**src/rtl/commit_queue.sv**
```systemverilog
// -----------------------------------------------------------------------------
// commit_queue
//
// In-order buffer that sits between instruction completion and the commit
// stage. Completed scoreboard entries are pushed in program order. The oldest
// one or two entries are presented on the commit ports. Each cycle the commit
// stage may retire 0, 1 or 2 of them. A flush discards the whole contents.
//
// Parameters
//   DEPTH            number of entries (power of two, >= 4)
//   NR_COMMIT_PORTS  commit ports presented (1 or 2)
//   ENTRY_WIDTH      payload width; the integration sets this to the width of
//                    the scoreboard entry type
//
// Ports
//   clk_i           clock, all state updates on the rising edge
//   rst_i           synchronous active-high reset
//   flush_i         discard all entries (pushes/acks in this cycle dropped)
//   push_valid_i    completed entry offered
//   push_ready_o    space available (purely from state, never from acks)
//   push_data_i     entry payload
//   commit_valid_o  bit i set when port i holds the i-th oldest entry
//   commit_data_o   payloads, port 0 (oldest) in the least significant slice
//   commit_ack_i    commit stage retires port i
//   count_o         current occupancy
//   empty_o         count_o == 0
//   full_o          count_o == DEPTH
//   retired_cnt_o   total entries retired (0 unless COMMIT_QUEUE_PERF_EN)
//
// Build option
//   COMMIT_QUEUE_PERF_EN  when defined, a 64-bit retired-entry counter drives
//                         retired_cnt_o; it clears on reset but not on flush.
//                         When undefined, retired_cnt_o is tied to zero.
// -----------------------------------------------------------------------------
module commit_queue #(
    parameter int unsigned DEPTH           = 8,
    parameter int unsigned NR_COMMIT_PORTS = 2,
    parameter int unsigned ENTRY_WIDTH     = 64
) (
    input  logic                                   clk_i,
    input  logic                                   rst_i,
    input  logic                                   flush_i,
    input  logic                                   push_valid_i,
    output logic                                   push_ready_o,
    input  logic [ENTRY_WIDTH-1:0]                 push_data_i,
    output logic [NR_COMMIT_PORTS-1:0]             commit_valid_o,
    output logic [NR_COMMIT_PORTS*ENTRY_WIDTH-1:0] commit_data_o,
    input  logic [NR_COMMIT_PORTS-1:0]             commit_ack_i,
    output logic [$clog2(DEPTH):0]                 count_o,
    output logic                                   empty_o,
    output logic                                   full_o,
    output logic [63:0]                            retired_cnt_o
);

    localparam int unsigned PTR_W = $clog2(DEPTH);
    localparam int unsigned CNT_W = PTR_W + 1;

    // Storage is never reset; only the pointers and count define validity.
    logic [ENTRY_WIDTH-1:0] mem [DEPTH];

    logic [PTR_W-1:0] rd_ptr_reg, rd_ptr_next;
    logic [PTR_W-1:0] wr_ptr_reg, wr_ptr_next;
    logic [CNT_W-1:0] count_reg,  count_next;

    logic                       full;
    logic                       push_en;
    logic [NR_COMMIT_PORTS-1:0] pop;
    logic [1:0]                 pop_cnt;

    // -------------------------------------------------------------------------
    // Status. Ready is derived from registered occupancy only, so a full
    // queue refuses a push even when an entry retires in the same cycle.
    // -------------------------------------------------------------------------
    assign full         = (count_reg == CNT_W'(DEPTH));
    assign full_o       = full;
    assign empty_o      = (count_reg == '0);
    assign push_ready_o = !full;
    assign count_o      = count_reg;

    // A push offered in the flush cycle is dropped.
    assign push_en = push_valid_i && push_ready_o && !flush_i;

    // -------------------------------------------------------------------------
    // Commit ports: port gi shows mem[rd_ptr + gi]; the PTR_W-bit add wraps
    // naturally, so port 1 reads mem[0] when rd_ptr == DEPTH-1.
    // Pops must be contiguous from port 0: an ack is honoured only if every
    // older port is also being retired and the port itself is valid.
    // -------------------------------------------------------------------------
    generate
        for (genvar gi = 0; gi < NR_COMMIT_PORTS; gi++) begin : g_port
            logic [PTR_W-1:0] rd_idx;

            assign rd_idx             = rd_ptr_reg + PTR_W'(gi);
            assign commit_valid_o[gi] = (count_reg > CNT_W'(gi));
            assign commit_data_o[gi*ENTRY_WIDTH +: ENTRY_WIDTH] = mem[rd_idx];

            if (gi == 0) begin : g_head
                assign pop[gi] = commit_ack_i[gi] && commit_valid_o[gi];
            end else begin : g_tail
                assign pop[gi] = pop[gi-1] && commit_ack_i[gi] && commit_valid_o[gi];
            end
        end
    endgenerate

    always_comb begin
        pop_cnt = '0;
        for (int i = 0; i < NR_COMMIT_PORTS; i++) begin
            pop_cnt = pop_cnt + 2'(pop[i]);
        end
    end

    // -------------------------------------------------------------------------
    // Next-state logic. Flush overrides everything except reset.
    // -------------------------------------------------------------------------
    always_comb begin
        rd_ptr_next = rd_ptr_reg;
        wr_ptr_next = wr_ptr_reg;
        count_next  = count_reg;
        if (flush_i) begin
            rd_ptr_next = '0;
            wr_ptr_next = '0;
            count_next  = '0;
        end else begin
            rd_ptr_next = rd_ptr_reg + PTR_W'(pop_cnt);
            wr_ptr_next = wr_ptr_reg + PTR_W'(push_en);
            count_next  = count_reg + CNT_W'(push_en) - CNT_W'(pop_cnt);
        end
    end

    always_ff @(posedge clk_i) begin
        if (rst_i) begin
            rd_ptr_reg <= '0;
            wr_ptr_reg <= '0;
            count_reg  <= '0;
        end else begin
            rd_ptr_reg <= rd_ptr_next;
            wr_ptr_reg <= wr_ptr_next;
            count_reg  <= count_next;
        end
    end

    // Payload write; a push during reset lands in an invalid slot, which is
    // harmless because the pointers are cleared on the same edge.
    always_ff @(posedge clk_i) begin
        if (push_en) begin
            mem[wr_ptr_reg] <= push_data_i;
        end
    end

    // -------------------------------------------------------------------------
    // Retired-entry counter. Pops acknowledged in a flush cycle still count.
    // -------------------------------------------------------------------------
`ifdef COMMIT_QUEUE_PERF_EN
    logic [63:0] retired_reg;

    always_ff @(posedge clk_i) begin
        if (rst_i) begin
            retired_reg <= '0;
        end else begin
            retired_reg <= retired_reg + 64'(pop_cnt);
        end
    end

    assign retired_cnt_o = retired_reg;
`else
    assign retired_cnt_o = '0;
`endif

    // -------------------------------------------------------------------------
    // Protocol checks on the commit stage. Violations are tolerated by the
    // datapath (the offending ack is simply ignored), so these only warn.
    // -------------------------------------------------------------------------
`ifndef SYNTHESIS
    generate
        for (genvar gi = 0; gi < NR_COMMIT_PORTS; gi++) begin : g_chk
            always @(posedge clk_i) begin
                if (!rst_i) begin
                    ack_invalid: assert (!(commit_ack_i[gi] && !commit_valid_o[gi]))
                        else $warning("ack_invalid: ack on empty commit port %0d", gi);
                end
            end
            if (gi > 0) begin : g_order
                always @(posedge clk_i) begin
                    if (!rst_i) begin
                        ack_order: assert (!(commit_ack_i[gi] && !commit_ack_i[gi-1]))
                            else $warning("ack_order: ack on port %0d without older port", gi);
                    end
                end
            end
        end
    endgenerate
`endif

endmodule
```
**config.mk**
```make
export PLATFORM = sky130hd
export DESIGN_NAME = commit_queue
export DESIGN_NICKNAME = d
export VERILOG_FILES = /design/src/rtl/commit_queue.sv
export SDC_FILE = /design/constraint.sdc
export NUM_CORES = 1
export LEC_CHECK = 0
export BUFFER_PORTS_ARGS = -buffer_cell sky130_fd_sc_hd__buf_2
export CAP_MARGIN = 25
export CORE_MARGIN = 5
export CORE_UTILIZATION = 50
export CTS_BUF_LIST = sky130_fd_sc_hd__clkbuf_8 sky130_fd_sc_hd__clkbuf_16
export CTS_CLUSTER_DIAMETER = 120
export CTS_CLUSTER_SIZE = 24
export DETAILED_ROUTE_END_ITERATION = 10
export GPL_ROUTABILITY_DRIVEN = 0
export PLACE_DENSITY_LB_ADDON = 0.1
export SLEW_MARGIN = 20
export SYNTH_ARGS = -nofsm -noshare
export SYNTH_HDL_FRONTEND = slang
export SYNTH_SLANG_ARGS = --single-unit
```
**constraint.sdc**
```tcl
create_clock -name clk_i -period 6.3 [get_ports clk_i]
set_clock_uncertainty 0.1 [all_clocks]
set_input_delay 0.945 -clock clk_i [delete_from_list [all_inputs] [get_ports clk_i]]
set_output_delay 0.945 -clock clk_i [all_outputs]
set_load 0.05 [all_outputs]
```
## After elaboration in Yosys (flattened, before gate mapping)

Memories as Yosys holds them, arrays and structs flattened. A register that Yosys moved wholly into a read port is not among the register bits.
Index checks and enable logic that the tools add are counted.

| word-level totals | value |
|---|---|
| flip-flop bits (word level) | 10 |
| bits in writable memories | 512 |
| input port bits | 70 |
| output and inout bits | 201 |
| word-level logic and storage cells | 25 |
| memories kept | 1 |

Memories:

| memory | words | bits a word | read ports | clocked after memory_dff | write ports | line | RTL |
|---|---|---|---|---|---|---|---|
| mem | 8 | 64 | 2 | 1 | 1 | 59 | `logic [ENTRY_WIDTH-1:0] mem [DEPTH];` |

| operators by class | value |
|---|---|
| add/subtract/negate cells | 6 |
| order comparisons | 2 |
| equal/unequal tests | 1 |
| mux-type cells | 3 |
| reductions and logical operators | 9 |

Operators by type and width:

| cell | count |
|---|---|
| $gt A4 B1 Y1 const B | 2 |
| $logic_and A1 B1 Y1 | 5 |
| $add A4 B1 Y4 | 1 |
| $eq A4 B4 Y1 const B | 1 |
| $logic_not A4 Y1 | 1 |
| $sub A4 B2 Y4 | 1 |
| $add A3 B1 Y3 | 1 |
| $add A3 B1 Y3 const B | 1 |
| $add A3 B2 Y3 | 1 |
| $mux W3 | 1 |
| $add A1 B1 Y2 | 1 |
| $logic_not A1 Y1 | 2 |
| $mux W1 | 2 |
| $reduce_or A2 Y1 | 1 |

## Longest topological paths before layout

Gate-level depths: netlist of the first run.

| depth | value |
|---|---|
| depth after elaboration | 7 |
| gate-level depth with buffers | 11 |
| depth with buffers taken out | 11 |

## Least setup slack after synthesis of the first run

No wires, ideal clock.

| path | value |
|---|---|
| path kind | flip-flop to flip-flop |
| from | register count_reg[2] (netlist: count_o[2]) |
| to | memory mem[1][0], enable pin |
| setup time | 0.565 ns |
| arrival time | 6.326 ns |
| required time | 5.635 ns |
| setup slack | -0.691 ns |
| stages on the path, launching flop included | 7 |
| path buffers | 1 |
| clock period less this slack | 6.991 ns |
| cell sequence | dfxtp_1 > inv_1 > ha_1 > or3b_2 > clkbuf_1 > nand3_1 > nor3_1 |

| on the way | value |
|---|---|
| cells in the longest elaborated chain, start to end | 6 |

RTL lines:

| element | line | RTL |
|---|---|---|
| from (decl) | 63 | `logic [CNT_W-1:0] count_reg, count_next;` |
| from (signal assigned) | 138 | `count_reg <= count_next;` |
| $eq A4 B4 Y1 | 74 | `assign full = (count_reg == CNT_W'(DEPTH));` |
| $logic_not A1 Y1 | 77 | `assign push_ready_o = !full;` |
| net push_ready_o | 44 | `output logic push_ready_o,` |
| $logic_and A1 B1 Y1 (2 in series) | 81 | `assign push_en = push_valid_i && push_ready_o && !flush_i;` |
| $mux W1 | 145 | `if (push_en) begin` |
| $mux W1 (not written as such) | 146 | `mem[wr_ptr_reg] <= push_data_i;` |
| to (decl) | 59 |  |

The timed path passes the listed nets, and every way through them passes these cells.

==> results of run 1 <==
==> worst max-delay path, cell delays in order, from the launching register on <==
cell     delay, ps
dfxtp_4        560
buf_4          580
buf_4          820
mux4_2         610
mux2_2         300
buf_2          220
==> routing by layer <==
layer	vias to the layer above	global-route usage [%]	wire length, µm
li1	4987	-	-
met1	6196	25.4	20700
met2	239	34.3	27600
met3	48	3.65	2640
met4	10	3.14	710
met5	-	0	69
==> Yosys cell counts, drive strengths merged (2+ instances only) <==
library cell  number  area, µm²
edfxtp           512      15400
mux4             256       5860
mux2             128       1440
buf              116        822
clkbuf            19       71.3
ha                12        150
dfxtp             10        200
inv               10       37.5
nor2               8       30.0
and2               6       37.5
nor3               6       30.0
nand2              4       15.0
nand2b             3       18.8
fa                 2       40.0
xnor2              2       17.5
xor2               2       25.0
==> power by group through the flow <==
stage | Clock [W] | Combinational [W] | Sequential, W
3_3_place_gp | 0 | 0.00276 | 0.00399
5_1_grt | 0.00194 | 0.00290 | 0.00393
6_report | 0.00171 | 0.00274 | 0.00392
3_5_place_dp | 0 | 0.00278 | 0.00400
2_1_floorplan | 0 | 0.00224 | 0.00401
4_1_cts | 0.00178 | 0.00279 | 0.00392
==> metrics by stage <==
step / hold WS (ps) / setup slack (ps)
after floorplan: 464 / 1020
after global placement: 486 / 2010
after detailed placement: 511 / 1990
after CTS: 456 / 1330
after global routing: 471 / 1170
final: 510 / 1540
==> cells by family (layout without fill, tap and decap cells) <==
family	count (synthesis)	after routing	synth area share, %
xor+xnor	4	4	0.176
other cells	1	67	0.0155
compound gates	2	2	0.0516
buf+inv	145	281	3.84
mux	385	385	30.2
fa+ha+maj	14	14	0.785
flops	522	522	64.3
simple gates	33	33	0.707
==> cell usage in the layout, fill, tap and decap left out, types with 2 or more instances in the layout <==
master / n
nand2_1: 4
buf_4: 25
xnor2_1: 2
edfxtp_1: 512
nor3_4: 2
inv_1: 19
dfxtp_4: 3
buf_6: 2
diode_2: 3
mux4_1: 26
ha_1: 11
mux2_2: 128
buf_2: 206
clkbuf_16: 25
nand2b_1: 3
nor2_1: 2
buf_12: 2
fa_1: 2
and2_1: 6
conb_1: 64
dfxtp_1: 7
nor2_4: 6
mux4_2: 230
nor3_1: 4
==> how the worst max path moves through the flow <==
stage                        startpoint                 to  depth (start not counted)
after floorplan              count_o[2]          mem[7][0]                          6
after global placement    rd_ptr_reg[1]  commit_data_o[41]                          5
after detailed placement  rd_ptr_reg[1]   commit_data_o[3]                          5
after CTS                 rd_ptr_reg[1]  commit_data_o[53]                          5
after global routing      rd_ptr_reg[1]  commit_data_o[53]                          5
final                     rd_ptr_reg[1]  commit_data_o[47]                          5
==> layout make-up <==
cell class              instances  area (µm²)  share of cell area [%]
inverters                      10        37.5                   0.142
diodes                          3        7.51                  0.0284
repair buffers                236        1310                    4.95
clock inverters                10        42.5                   0.161
flip-flops and latches        522       15600                    58.9
well taps                     615         769                    2.91
multi-input cells             502        8060                    30.5
clock buffers                  25         626                    2.37
==> results.md, run 1 <==
- TritonRoute pass-1 iters: 4
- Number of max-cap violations: 0
- Maximum operating frequency: 210 MHz
- Leakage: 8.33 nW
- Slew @ Worst Pin: 1010 ps
- CTS tree: done
- Mapped Cells: 1106
- Largest net degree at the start of global routing: 135
- Internal cell power: 0.00557 W
- Tot GR Track Use: 19.3%
- Final Cycle Share: 75.6%
- H-tree levels: 1
- Number of cell rows: 80
- Congestion Overflow GR: 0
- Nets: 1381
- Primary FF master, synth: edfxtp_1
- CTS Buf Count: 25
- R2R cell count: 6
- Setup tns final: 0 ps
- Max reg flops: 512
- Critical path data arrival time: 3720 ps
- Util after Layout: 55.3%
- Hold_sp: rst_i
- Antenna viol nets, final: 0
- Final hold violations: 0
- Final Max Slew Viols: 0
- Register area share after synthesis: 64.3%
- Fraction of layout cells with a size suffix above 1: 48.6%
- Clock network fraction of total power: 20.4%
- Synth-to-layout area growth: 9.07%
- Clock Latency Late Sink: 570 ps
- Vias in the first global route: 12.1k
- Clock Sink Count: 522
- # setup viols final: 0
- P_sw: 0.00280 W
- Worst hold-check path type: in2reg
- Hold path endpoint: rd_ptr_reg[1]
- Vias: 11.5k
- Die X: 230 µm
- Placed instance count: 1884
- Nature of the critical path startpoint: register
- Number of I/O pins: 271
- Die Area: 53000 µm²
- Initial antenna violation count: 8
- Finished Cell Area: 26400 µm²
- # fillers: 3601
- Final min period: 4760 ps
- Vias/cell: 5.97
- FF-to-FF End: mem[7][33]
- CTS-repair resized insts: 0
- Ys Warns: 0
- FF-to-FF setup slack: 3300 ps
- Status: finished, final reports clean
- Finished Layout Cells: 1923
- DRC viols: 0
- Worst reg2reg startpoint: count_o[2]
- Mean Syn Cell Area: 21.9 µm²
- Starting DRT DRC Count: 702
- Post-synthesis sequential element count: 522
- Die H: 230 µm
- Worst-path maximum fanout: 43
- Hold Crit Depth: 2
- Crit path required time: 5250 ps
- IO Port Bufs: 206
- Crit Path Category: reg2out
- Comb power frac: 32.7%
- Largest Register: mem
- Seq pwr share: 46.8%
- CP endpoint kind: primary output
- Total power divided by cell area: 316 nW/µm²
- Max_slew headroom: 32.8%
- Core Region: 47800 µm²
- Cell Area, Synth: 24200 µm²
- Global-route wire length before repair: 76700 µm
- Netlist cell types: 32
- Pwr Total: 0.00837 W
- WL/cell: 26.9 µm
- Sw Share: 33.5%
- Root Driver: clkbuf_16
- DP HPWL: 30800 µm
- Wirelength, routed: 51700 µm
- Worst-path clk slew: 100 ps
- Max Root-Sink Buffers: 3
- Placed inst area: 25700 µm²
- Max VDD drop: 0.000242 V
- Initial Util: 50.7%
- Ys async rst share: 0%
- Hold buffer count at cts: 0
- RSZ-0062 raised after global routing: false
- Setup Buffers After CTS: 0
- EDFF count, synth: 512
(Power assumes the default switching activity.)
==> inputs of run 2 (changes only) <==
- clock period: 6.3 -> 4.85 ns (I/O delays scaled with it)
==> results.md, run 2 (synthesized netlist as in run 1, its figures left out) <==
- Worst hold-check path type: in2reg
- Congestion Overflow GR: 0 (unchanged)
- Max_slew headroom: 42.2% (+9.5 points)
- Crit Path Category: reg2out
- Finished Cell Area: 26500 µm² (+0.32%)
- Vias in the first global route: 12.2k (+0.63%)
- CP endpoint kind: primary output
- Hold buffer count at cts: 0 (unchanged)
- Initial Util: 50.7% (unchanged)
- Root Driver: clkbuf_16
- Comb power frac: 32.8% (about the same)
- Met1 Use GR: 25.8% (+0.37 points)
- Crit path required time: 4020 ps (-1230 ps)
- Worst-path cell chain: ha_4 -> buf_4 -> mux4_2 -> mux2_2 -> buf_2
- Clock network fraction of total power: 20.6% (+0.2 points)
- Final Cycle Share: 85.1%
- Status: finished, final reports clean
- DRC viols: 0 (unchanged)
- Slowest CP cell: dfxtp_4
- Maximum operating frequency: 242 MHz
- Max reg flops: 512 (unchanged)
- Starting DRT DRC Count: 862 (+23%)
- H-tree levels: 1 (unchanged)
- Placed inst area: 25800 µm² (+0.30%)
- Clock Latency Late Sink: 580 ps (about the same)
- Crit. path cell count: 5 (unchanged)
- Final Max Slew Viols: 0 (unchanged)
- TritonRoute pass-1 iters: 5 (+1)
- CTS tree: done
- Family with the most delay on the worst path: flip-flops
- GRT met3 Usage: 3.33% (-0.32 points)
- Max Root-Sink Buffers: 3 (unchanged)
- Antenna viol nets, final: 0 (unchanged)
- Worst setup path start: rd_ptr_reg[1]
- Die X: 230 µm (unchanged)
- Wirelength, routed: 51500 µm (-0.32%)
- Fraction of layout cells with a size suffix above 1: 48.5% (-0.077 points)
- R2R cell count: 6 (unchanged)
- Most frequent cells in the layout: 512 x edfxtp_1, 230 x mux4_2, 206 x buf_2
- # fillers: 3595 (-0.17%)
- Tot GR Track Use: 19.2% (-0.090 points)
- Core Region: 47800 µm² (unchanged)
- Max VDD drop: 0.000293 V (+21%)
- Grt met2 use: 34.0% (-0.27 points)
- Pwr Total: 0.0109 W (+30%)
- Worst path max stage delay: 730 ps (-90 ps)
- FF+latch area: 15600 µm² (unchanged)
- Global routing's busiest layer: met2
- Number of I/O pins: 271 (unchanged)
- Worst-path maximum fanout: 42 (-2.3%)
- Finished Layout Cells: 1924 (+0.052%)
- Synth-to-layout area growth: 9.42%
- Vias: 11.5k (+0.25%)
- Worst-path clk slew: 90 ps (about the same)
- DP HPWL: 29700 µm (-3.7%)
- RSZ-0062 raised after global routing: false
- Nets: 1379 (-0.14%)
- WL/cell: 26.8 µm (-0.38%)
- CTS Buf Count: 25 (unchanged)
- Setup Buffers After CTS: 0 (unchanged)
- Number of cell rows: 80 (unchanged)
- Die H: 230 µm (unchanged)
- Placed instance count: 1882 (-0.11%)
- P_sw: 0.00364 W (+30%)
- IO Port Bufs: 206 (unchanged)
- Initial antenna violation count: 6 (-2)
- Dpl ws: 1170 ps (-817 ps)
- Clock Sink Count: 522 (unchanged)
- Sw Share: 33.5% (about the same)
- Seq pwr share: 46.6% (-0.2 points)
- Global-route wire length before repair: 76900 µm (+0.28%)
- Leakage: 8.35 nW (+0.20%)
- Number of buffers and inverters on the critical path: 2 (-1)
- Number of max-cap violations: 0 (unchanged)
- Vias/cell: 5.98 (+0.20%)
- Hold Crit Depth: 2 (unchanged)
- Nature of the critical path startpoint: register
- Largest net degree at the start of global routing: 134 (-0.74%)
- Slew @ Worst Pin: 867 ps (-142 ps)
- PnR worst setup slack: 723 ps (-813 ps)
- Internal cell power: 0.00724 W (+30%)
- Total power divided by cell area: 410 nW/µm² (+30%)
- Commonest non-fill, non-tap cell in the layout: edfxtp_1
- Critical path data arrival time: 3300 ps (-420 ps)
- Final hold violations: 0 (unchanged)
- Die Area: 53000 µm² (unchanged)
- Largest Register: mem
- # setup viols final: 0 (unchanged)
- Area of the multi-input gates: 8060 µm² (unchanged)
- Setup tns final: 0 ps (unchanged)
- Worst reg2reg startpoint: count_o[2]
- Hold_sp: rst_i
- Final min period: 4130 ps
- CTS-repair resized insts: 0 (unchanged)
-- run 2: changes by cell type in the layout (fill, tap and decap cells not counted), sizes merged --
cell   change
buf        -2
inv        +2
diode      +1
-- run 2: layout make-up --
type	count	share of cell area [%]
clock buffer	25	2.36
inverter	10	0.142
multi-input combinational	502	30.4
timing repair buffer	234	5.20
antenna	4	0.0377
clock inverter	12	0.208
tap	615	2.90
sequential	522	58.8
-- run 2: path summary, 6_finish.rpt --
check	to	slack, ps
min reg2reg	wr_ptr_reg[0]	510
min	rd_ptr_reg[2]	290
max reg2reg	mem[4][30]	2050
max	commit_data_o[119]	720
-- run 2: power groups by stage --
stage	sequential (W)	clock [W]	combinational, W
floorplan	0.00521	0	0.00291
finish	0.00507	0.00224	0.00357
detailed placement	0.00517	0	0.00362
global route	0.00508	0.00250	0.00378
CTS	0.00507	0.00233	0.00363
global placement	0.00517	0	0.00360
-- run 2: worst reg2reg max path: stages, from the launching register on --
cell and delay [ps]:
dfxtp_1 340, inv_1 70, ha_1 190, or3b_2 240, nand3b_1 320, nor2_4 740, buf_12 440
-- run 2: layer usage --
| layer | vias to the layer above | share of wire (%) |
|---|---|---|
| li1 | 4992 | - |
| met1 | 6213 | 41 |
| met2 | 252 | 53 |
| met3 | 46 | 4.9 |
| met4 | 6 | 1.5 |
| met5 | - | 0.10 |
-- run 2: stage by stage --
step           util [%]  hold slack [ps]
2_1_floorplan         -              464
3_3_place_gp       54.0              481
3_5_place_dp       54.0              491
4_1_cts            55.4              252
5_1_grt            55.4              259
6_report           55.4              286
==> inputs of run 3 (changes only) <==
--- a/config.mk
+++ b/config.mk
@@ -15,3 +15,2 @@
 export DETAILED_ROUTE_END_ITERATION = 10
-export GPL_ROUTABILITY_DRIVEN = 0
 export PLACE_DENSITY_LB_ADDON = 0.1
==> constraint.sdc (replaced) <==
create_clock -name clk_i -period 4.85 [get_ports clk_i]
set_clock_uncertainty 0.1 [all_clocks]
set_input_delay 0.485 -clock clk_i [delete_from_list [all_inputs] [get_ports clk_i]]
set_output_delay 0.485 -clock clk_i [all_outputs]
set_load 0.05 [all_outputs]
==> results.md, run 3 (synthesized netlist as in run 1, its figures left out) <==
- Core Region: 47800 µm² (unchanged)
- Maximum operating frequency: 268 MHz (+11%)
- DRC viols: 0 (unchanged)
- CP endpoint kind: primary output
- Number of cell rows: 80 (unchanged)
- DP HPWL: 30400 µm (+2.4%)
- Clock Sink Count: 522 (unchanged)
- Max reg flops: 512 (unchanged)
- Vias: 11.6k (+0.40%)
- Fraction of layout cells with a size suffix above 1: 48.1% (-0.41 points)
- FF+latch area: 15600 µm² (unchanged)
- Number of max-cap violations: 0 (unchanged)
- CTS tree: done
- Starting DRT DRC Count: 825 (-4.3%)
- Nature of the critical path startpoint: register
- Met1 Use GR: 26.4% (+0.59 points)
- Die X: 230 µm (unchanged)
- Commonest non-fill, non-tap cell in the layout: edfxtp_1
- Finished Cell Area: 26500 µm² (about the same)
- Global-route wire length before repair: 77500 µm (+0.80%)
- RSZ-0062 raised after global routing: false
- Crit path required time: 4260 ps (+240 ps)
- H-tree levels: 1 (unchanged)
- Global routing's busiest layer: met2
- GPL Wtd Cong: 0.725
- Worst hold-check path type: in2reg
- Placed instance count: 1882 (unchanged)
- Critical path data arrival time: 3140 ps (-160 ps)
- Max_slew headroom: 32.3% (-9.9 points)
- Final Max Slew Viols: 0 (unchanged)
- Crit Path Category: reg2out
- Leakage: 8.39 nW (+0.52%)
- Vias/cell: 5.98 (about the same)
- Placed inst area: 25800 µm² (about the same)
- Worst-path maximum fanout: 47 (+12%)
- Util after Layout: 55.5% (about the same)
- Final Cycle Share: 76.8% (-8.3 points)
- Status: finished, final reports clean
- Most frequent cells in the layout: 512 x edfxtp_1, 230 x mux4_2, 206 x buf_2
- Area of the multi-input gates: 8060 µm² (unchanged)
- Vias in the first global route: 12.4k (+1.1%)
- CTS-repair resized insts: 0 (unchanged)
- Wirelength, routed: 51500 µm (about the same)
- Slew @ Worst Pin: 1020 ps (+149 ps)
- CTS Buf Count: 25 (unchanged)
- Root Driver: clkbuf_16
- Final min period: 3730 ps (-402 ps)
- Max Root-Sink Buffers: 3 (unchanged)
- Max VDD drop: 0.000337 V (+15%)
- Grt met2 use: 33.2% (-0.88 points)
- Clock Latency Late Sink: 590 ps (about the same)
- Total power divided by cell area: 412 nW/µm² (+0.47%)
- GRT met3 Usage: 3.45% (+0.12 points)
- Antenna viol nets, final: 0 (unchanged)
- Worst-path clk slew: 100 ps (about the same)
- Tot GR Track Use: 19.2% (+0.078 points)
- IO Port Bufs: 206 (unchanged)
- Initial antenna violation count: 7 (+1)
- Largest Register: mem
- Largest net degree at the start of global routing: 140 (+4.5%)
- Number of I/O pins: 271 (unchanged)
- Synth-to-layout area growth: 9.49% (about the same)
- Die H: 230 µm (unchanged)
- TritonRoute pass-1 iters: 4 (-1)
- Initial Util: 50.7% (unchanged)
- Final hold violations: 0 (unchanged)
- Nets: 1379 (unchanged)
- WL/cell: 26.7 µm (-0.50%)
- # fillers: 3626 (+0.86%)
- Finished Layout Cells: 1932 (+0.42%)
- Congestion Overflow GR: 0 (unchanged)
- Die Area: 53000 µm² (unchanged)
- # setup viols final: 0 (unchanged)
run 3: cell types whose count changed in the layout (fill, tap and decap cells not counted):
cell / delta
diode_2: -1
buf_4: +1
dlygate4sd3_1: +1
inv_1: +9
buf_16: +1
buf_12: -3
run 3: what timing repair did:
item	4_1_cts	5_1_grt
hold buffers	1	0
hold endpoints to repair	2	0
buffers inserted	0	0
run 3: final timing paths:
| kind | startpoint | endpoint | slack, ps | depth (start not counted) |
|---|---|---|---|---|
| hold reg to reg | wr_ptr_reg[0] | wr_ptr_reg[0] | 530 | 2 |
| hold / removal | flush_i | rd_ptr_reg[2] | 40 | 2 |
| setup reg to reg | count_o[2] | mem[5][23] | 1980 | 6 |
| setup / recovery | rd_ptr_reg[1] | commit_data_o[88] | 1120 | 5 |
run 3: power breakdown:
group          internal (W)  switching (W)  leakage (nW)
sequential          0.00503      0.0000405          4.71
combinational       0.00127        0.00231          3.27
clock              0.000949        0.00134         0.418
run 3: layout make-up:
cell class,count,area share [%]
inverter,10,0.141
tap,615,2.90
clock inverter,21,0.335
timing repair buffer,234,5.14
clock buffer,25,2.36
sequential,522,58.7
multi-input combinational,502,30.4
antenna,3,0.0283
run 3: per-layer routing:
| layer | wire length (µm) | up-vias |
|---|---|---|
| li1 | - | 4995 |
| met1 | 21500 | 6266 |
| met2 | 26500 | 223 |
| met3 | 2340 | 61 |
| met4 | 1090 | 10 |
| met5 | 61 | - |
run 3: per-stage QoR:
stage | total power, W | worst slack (ps) | hold WS (ps) | TNS, ps
detailed placement | 0.00881 | 1670 | 507 | 0
global placement | 0.00879 | 1470 | 476 | 0
CTS | 0.0111 | 1040 | 18.4 | 0
global route | 0.0114 | 938 | 21.4 | 0
floorplan | 0.00812 | -427 | 456 | -183190
finish | 0.0109 | 1120 | 44.5 | 0
run 3: worst max-delay path, cell delays in order (launching register included):
cell and delay, ps:
dfxtp_4 640, ha_4 630, buf_12 370, mux4_2 370, mux2_2 290, buf_2 220
